File: config.mk
export PLATFORM = sky130hd
export DESIGN_NAME = rx_block_assembler
export DESIGN_NICKNAME = d
export VERILOG_FILES = /design/src/rtl/aes_uart_pkg.sv /design/src/rtl/rx_idle_timer.sv /design/src/rtl/rx_block_assembler.sv
export SDC_FILE = /design/constraint.sdc
export NUM_CORES = 1
export LEC_CHECK = 0
export ABC_AREA = 1
export CAP_MARGIN = 40
export CORE_MARGIN = 10
export CORE_UTILIZATION = 30
export DETAILED_ROUTE_END_ITERATION = 8
export PLACE_DENSITY = 0.53
export SYNTH_ARGS = -nofsm -noshare
export SYNTH_HDL_FRONTEND = slang
export SYNTH_SLANG_ARGS = --single-unit
File: constraint.sdc
create_clock -name clock -period 2.65 [get_ports clock]
set_clock_uncertainty 0.05 [all_clocks]
set_input_delay 0.265 -clock clock [delete_from_list [all_inputs] [get_ports clock]]
set_output_delay 0.265 -clock clock [all_outputs]
set_load 0.1 [all_outputs]
File: src/rtl/aes_uart_pkg.sv
// Shared constants and types for the UART-to-AES receive path.
//   AES_BLOCK_BYTES   : bytes per AES block
//   UART_CLKS_PER_BIT : uart_rx oversampling divider at 100 MHz
//   RX_IDLE_BIT_TIMES : idle bit-times before a partial block is abandoned
//   asm_state_t       : block assembler state encoding
package aes_uart_pkg;

  localparam int unsigned AES_BLOCK_BYTES   = 16;
  localparam int unsigned UART_CLKS_PER_BIT = 868;
  localparam int unsigned RX_IDLE_BIT_TIMES = 20;

  typedef enum logic {
    COLLECT = 1'b0,
    FULL    = 1'b1
  } asm_state_t;

endpackage

File: src/rtl/rx_idle_timer.sv
// Idle timer for partial receive blocks.
//   clock, reset : system clock, synchronous active-high reset
//   clear        : force the timer back to 0 (has priority over run)
//   run          : count this cycle as idle
//   expire       : asserted on the idle cycle where the timer reaches TIMEOUT_CYCLES-1
module rx_idle_timer #(
  parameter int unsigned TIMEOUT_CYCLES = 17360
) (
  input  logic clock,
  input  logic reset,
  input  logic clear,
  input  logic run,
  output logic expire
);

  localparam int unsigned TW = (TIMEOUT_CYCLES > 2) ? $clog2(TIMEOUT_CYCLES) : 1;

  logic [TW-1:0] timer_q;

  // Expiry is qualified by run so a byte on the expiry cycle always wins.
  assign expire = run && (timer_q == TW'(TIMEOUT_CYCLES - 1));

  // Idle cycle counter; restarts after expiry so it never wraps.
  always_ff @(posedge clock) begin
    if (reset || clear || expire) begin
      timer_q <= '0;
    end else if (run) begin
      timer_q <= timer_q + TW'(1);
    end
  end

endmodule

File: src/rtl/rx_block_assembler.sv
// Packs the uart_rx byte stream into fixed-size blocks for the AES core and
// presents each block with a valid/ready handshake, holding it stable until
// accepted. The first byte received lands in the MSBs of o_block_data.
// Optional feature: define RX_BLOCK_TIMEOUT_EN to drop a partial block after
// TIMEOUT_CYCLES idle cycles (o_timeout pulses); otherwise o_timeout is 0 and a
// partial block waits indefinitely.
//   clock, reset   : system clock, synchronous active-high reset
//   i_rx_dv        : 1-cycle byte strobe from uart_rx
//   i_rx_byte      : received byte, valid with i_rx_dv
//   o_block_valid  : o_block_data holds a complete block
//   i_block_ready  : downstream accepts the block
//   o_block_data   : assembled block
//   o_byte_count   : bytes collected in the current block
//   o_overrun      : 1-cycle pulse, a byte was dropped while a block waited
//   o_timeout      : 1-cycle pulse, a partial block was discarded
module rx_block_assembler
  import aes_uart_pkg::*;
#(
  parameter int unsigned BLOCK_BYTES    = AES_BLOCK_BYTES,
  parameter int unsigned TIMEOUT_CYCLES = RX_IDLE_BIT_TIMES * UART_CLKS_PER_BIT
) (
  input  logic                             clock,
  input  logic                             reset,
  input  logic                             i_rx_dv,
  input  logic [7:0]                       i_rx_byte,
  output logic                             o_block_valid,
  input  logic                             i_block_ready,
  output logic [8*BLOCK_BYTES-1:0]         o_block_data,
  output logic [$clog2(BLOCK_BYTES+1)-1:0] o_byte_count,
  output logic                             o_overrun,
  output logic                             o_timeout
);

  localparam int unsigned CW = $clog2(BLOCK_BYTES + 1);
  localparam int unsigned DW = 8 * BLOCK_BYTES;

  // Elaboration-time guard on the supported configuration range.
  if (BLOCK_BYTES < 2 || BLOCK_BYTES > 32 || TIMEOUT_CYCLES < 2) begin : g_bad_params
    $error("rx_block_assembler: BLOCK_BYTES must be 2..32 and TIMEOUT_CYCLES >= 2");
  end

  asm_state_t    state_q;
  logic [CW-1:0] count_q;
  logic [DW-1:0] data_q;
  logic          valid_q;
  logic          overrun_q;
  logic          timer_expire;

`ifdef RX_BLOCK_TIMEOUT_EN
  logic timer_clear;
  logic timer_run;
  logic timeout_q;

  // Only a non-empty block that is still collecting can age.
  assign timer_run   = (state_q == COLLECT) && (count_q != '0) && !i_rx_dv;
  assign timer_clear = i_rx_dv || (state_q != COLLECT) || (count_q == '0);

  rx_idle_timer #(
    .TIMEOUT_CYCLES (TIMEOUT_CYCLES)
  ) u_idle_timer (
    .clock  (clock),
    .reset  (reset),
    .clear  (timer_clear),
    .run    (timer_run),
    .expire (timer_expire)
  );

  // Timeout pulse lands on the same cycle the count drops to 0.
  always_ff @(posedge clock) begin
    if (reset) begin
      timeout_q <= 1'b0;
    end else begin
      timeout_q <= timer_expire;
    end
  end

  assign o_timeout = timeout_q;
`else
  assign timer_expire = 1'b0;
  assign o_timeout    = 1'b0;
`endif

  // Collect/hold state machine with byte placement and registered outputs.
  always_ff @(posedge clock) begin
    if (reset) begin
      state_q   <= COLLECT;
      count_q   <= '0;
      data_q    <= '0;
      valid_q   <= 1'b0;
      overrun_q <= 1'b0;
    end else begin
      overrun_q <= 1'b0;
      case (state_q)
        COLLECT: begin
          if (i_rx_dv) begin
            for (int unsigned i = 0; i < BLOCK_BYTES; i++) begin
              if (count_q == CW'(i)) begin
                data_q[8*(BLOCK_BYTES-i)-1 -: 8] <= i_rx_byte;
              end
            end
            if (count_q == CW'(BLOCK_BYTES - 1)) begin
              state_q <= FULL;
              valid_q <= 1'b1;
              count_q <= CW'(BLOCK_BYTES);
            end else begin
              count_q <= count_q + CW'(1);
            end
          end else if (timer_expire) begin
            count_q <= '0;
          end
        end
        FULL: begin
          if (i_block_ready) begin
            state_q <= COLLECT;
            valid_q <= 1'b0;
            // A byte arriving on the handshake cycle starts the next block.
            if (i_rx_dv) begin
              data_q[DW-1 -: 8] <= i_rx_byte;
              count_q           <= CW'(1);
            end else begin
              count_q <= '0;
            end
          end else if (i_rx_dv) begin
            overrun_q <= 1'b1;
          end
        end
        default: begin
          state_q <= COLLECT;
          valid_q <= 1'b0;
          count_q <= '0;
        end
      endcase
    end
  end

  assign o_block_valid = valid_q;
  assign o_block_data  = data_q;
  assign o_byte_count  = count_q;
  assign o_overrun     = overrun_q;

endmodule
==> results.toml <==
[worst_setup_path]
ff2ff_path_depth = 8
crit_fanout = 17
cp-start-kind = "flip-flop"
crit_arrival_ns = 2.25
criticalPathCategory = "flip-flop to flip-flop"
required_ns = 2.94
end_kind = "flip-flop"

[cells_and_area]
syn_to_final_growth_pct = 35.48
final_common_cell = "nor2_1"
layout.cells.most_common_list = "nor2_1, nand2_1, buf_4, dfxtp_1, nand3_1"
fin_nets = 919
postLayoutCoreUtil_pct = 41.73
final_cell_count_no_fill = 1143
fin_area_um2 = 7572
drive_above_1_share_pct = 23.30
fill_cells = 1941
diodes = 0

[clock_tree]
clk_pin_slew_worst_paths_ns = 0.06
cts-htree-levels = 4
cts_tree = "yes"
post-cts-setup-buffer-count = 0
cts_buffer_depth = 2
cts_resized = 0
cts-root-buf = "clkbuf_16"
ctsHoldBuffers = 0
insertion_delay_ns = 0.42
cts_made_buffers = 17
cts_sinks = 136

[placed_design]
dp_hpwl_um = 13040
place.gp.congestion = 0.8270
placed_area_um2 = 6910
dp_cells = 1111
portBuffers = 146
place_ws_ns = 0.6409

[timing]
fmax_mhz = 509.2
period_minus_slack_ns = 1.964
min_period_over_period_pct = 74.12
max_slew_margin_pct = 51.04
timing.final.ws_setup_ns = 0.6860
slew_viol_final = 0
setup_viol = 0
hold_viol_final = 0
setup_tns_ns = 0
rsz0062_at_grt = "no"
tightest_slew_ns = 0.7336

[yosys]
avgSynthCellArea_um2 = 7.277
synth_area_um2 = 5589
ys_ff_latch = 136
synthTopCellsByArea = "dfxtp_1, nor2_1, nand3_1"
async_flop_share_pct = 0
yosysTopAreaCell = "dfxtp_1"
synth_nets = 786
synth_edf_count = 0
synthesis.instances = 768
ys_types = 21
ys.flop_type = "dfxtp_1"
synth_top_cell_area_share_pct = 48.71
ys_seq_area_share_pct = 48.71
yosys_warnings = 0

[detailed_routing]
drc = 0
antenna_left = 0
drt_iter0_markers = 312
wl_per_cell_um = 16.84
drt_wl_total_um = 19240
via_count = 5324
firstDrtPassIters = 6
vias_per_cell = 4.658

[die]
start_util_pct = 30.80
dieArea_um2 = 24490
die_height_um = 156.5
die_x_um = 156.5
core_region_area_um2 = 18150
rows = 49
ios = 148

[hold_path]
hp-class = "flip-flop to flip-flop"
holdPathStages = 2

[grt]
met2_usage_pct = 24.37
grt_pass1_wl_um = 30090
grtUsageMet1_pct = 19.56
top_usage_layer = "met2"
grt_max_degree = 107
grt_use_total_pct = 15.67
grtUsageMet3_pct = 6.552
gr-total-overflow = 0
grt_pass1_vias = 5315
antenna_found_initial = 0

[power]
p_sw_mw = 1.340
p_clk_share_pct = 49.6
p_int_mw = 3.949
p_leak_nw = 3.285
ir_worst_vdd_mv = 0.4130
sw_frac_of_total_pct = 25.33
pwr-share-seq_pct = 39.6
p_per_area_nw_per_um2 = 698.5
combPwrFrac_pct = 10.7

[job]
maxCapViolCount = 0

[status]
outcome = "completed"
-- through the flow --
stage / hold WS (ns) / total power [mW]
global route: 0.4274 / 5.489
global placement: 0.4051 / 2.713
finish: 0.4119 / 5.289
CTS: 0.3977 / 5.359
floorplan: 0.2935 / 2.557
detailed placement: 0.4027 / 2.713
-- power by group through the flow --
stage | sequential [mW] | combinational (mW) | clock [mW]
CTS | 2.10 | 0.574 | 2.69
floorplan | 2.35 | 0.204 | 0
detailed placement | 2.14 | 0.573 | 0
global placement | 2.14 | 0.573 | 0
finish | 2.10 | 0.568 | 2.62
global route | 2.10 | 0.611 | 2.78
-- registers in the layout (all words and copies together), names as in the netlist --
name / flops
o_block_data: 128
o_block_valid: 1
o_byte_count: 5
o_overrun: 1
state_q: 1
-- cell usage after synthesis, types with 6 or more instances --
master	count
buf_1	9
dfxtp_1	136
o21ai_0	10
nand3_1	128
nor2_1	200
nor2_4	17
a21oi_1	40
inv_2	8
buf_2	13
clkbuf_1	18
nand2_1	147
ha_1	6
inv_1	20
-- final cells by class --
class	count	area, um^2	area share, %
Clock buffer	26	529.3	6.989
Clock inverter	6	132.6	1.751
Inverter	28	105.1	1.388
Multi-Input combinational cell	559	2562	33.84
Sequential cell	136	2723	35.96
Tap cell	229	286.5	3.784
Timing Repair Buffer	159	1234	16.29
-- final timing paths --
kind / start / end / slack (ns)
setup / recovery: o_byte_count[0] / o_block_data[2] / 0.69
hold reg to reg: o_block_data[90] / o_block_data[90] / 0.41
setup reg to reg: o_byte_count[0] / o_block_data[2] / 0.69
hold / removal: o_block_data[90] / o_block_data[90] / 0.41
-- critical path, cell delays in order (launching register included) --
cell and delay (ns):
dfxtp_1 0.45, ha_1 0.30, inv_1 0.08, nor2_1 0.18, ha_1 0.19, inv_1 0.07
nor2_4 0.30, o21ai_0 0.14, a21oi_1 0.14
-- cell families (layout without fill, tap and decap cells) --
logic type               count (synthesis)  count (layout)  synth area share, %
AO/OA/AOI/OAI                           51              51                4.567
other                                    1               1              0.06709
buffers and inverters                   73             219                5.529
adder cells (fa/ha/maj)                  6               6                1.343
flip-flops                             136             136                48.71
AND/OR/NAND/NOR                        501             501                39.78
-- metal layers --
metal	up-vias	part of all wire, %
met5	-	0
met4	0	0.96
met3	14	8.8
met2	151	45
met1	2439	45
li1	2720	-
(Power assumes the default switching activity.)
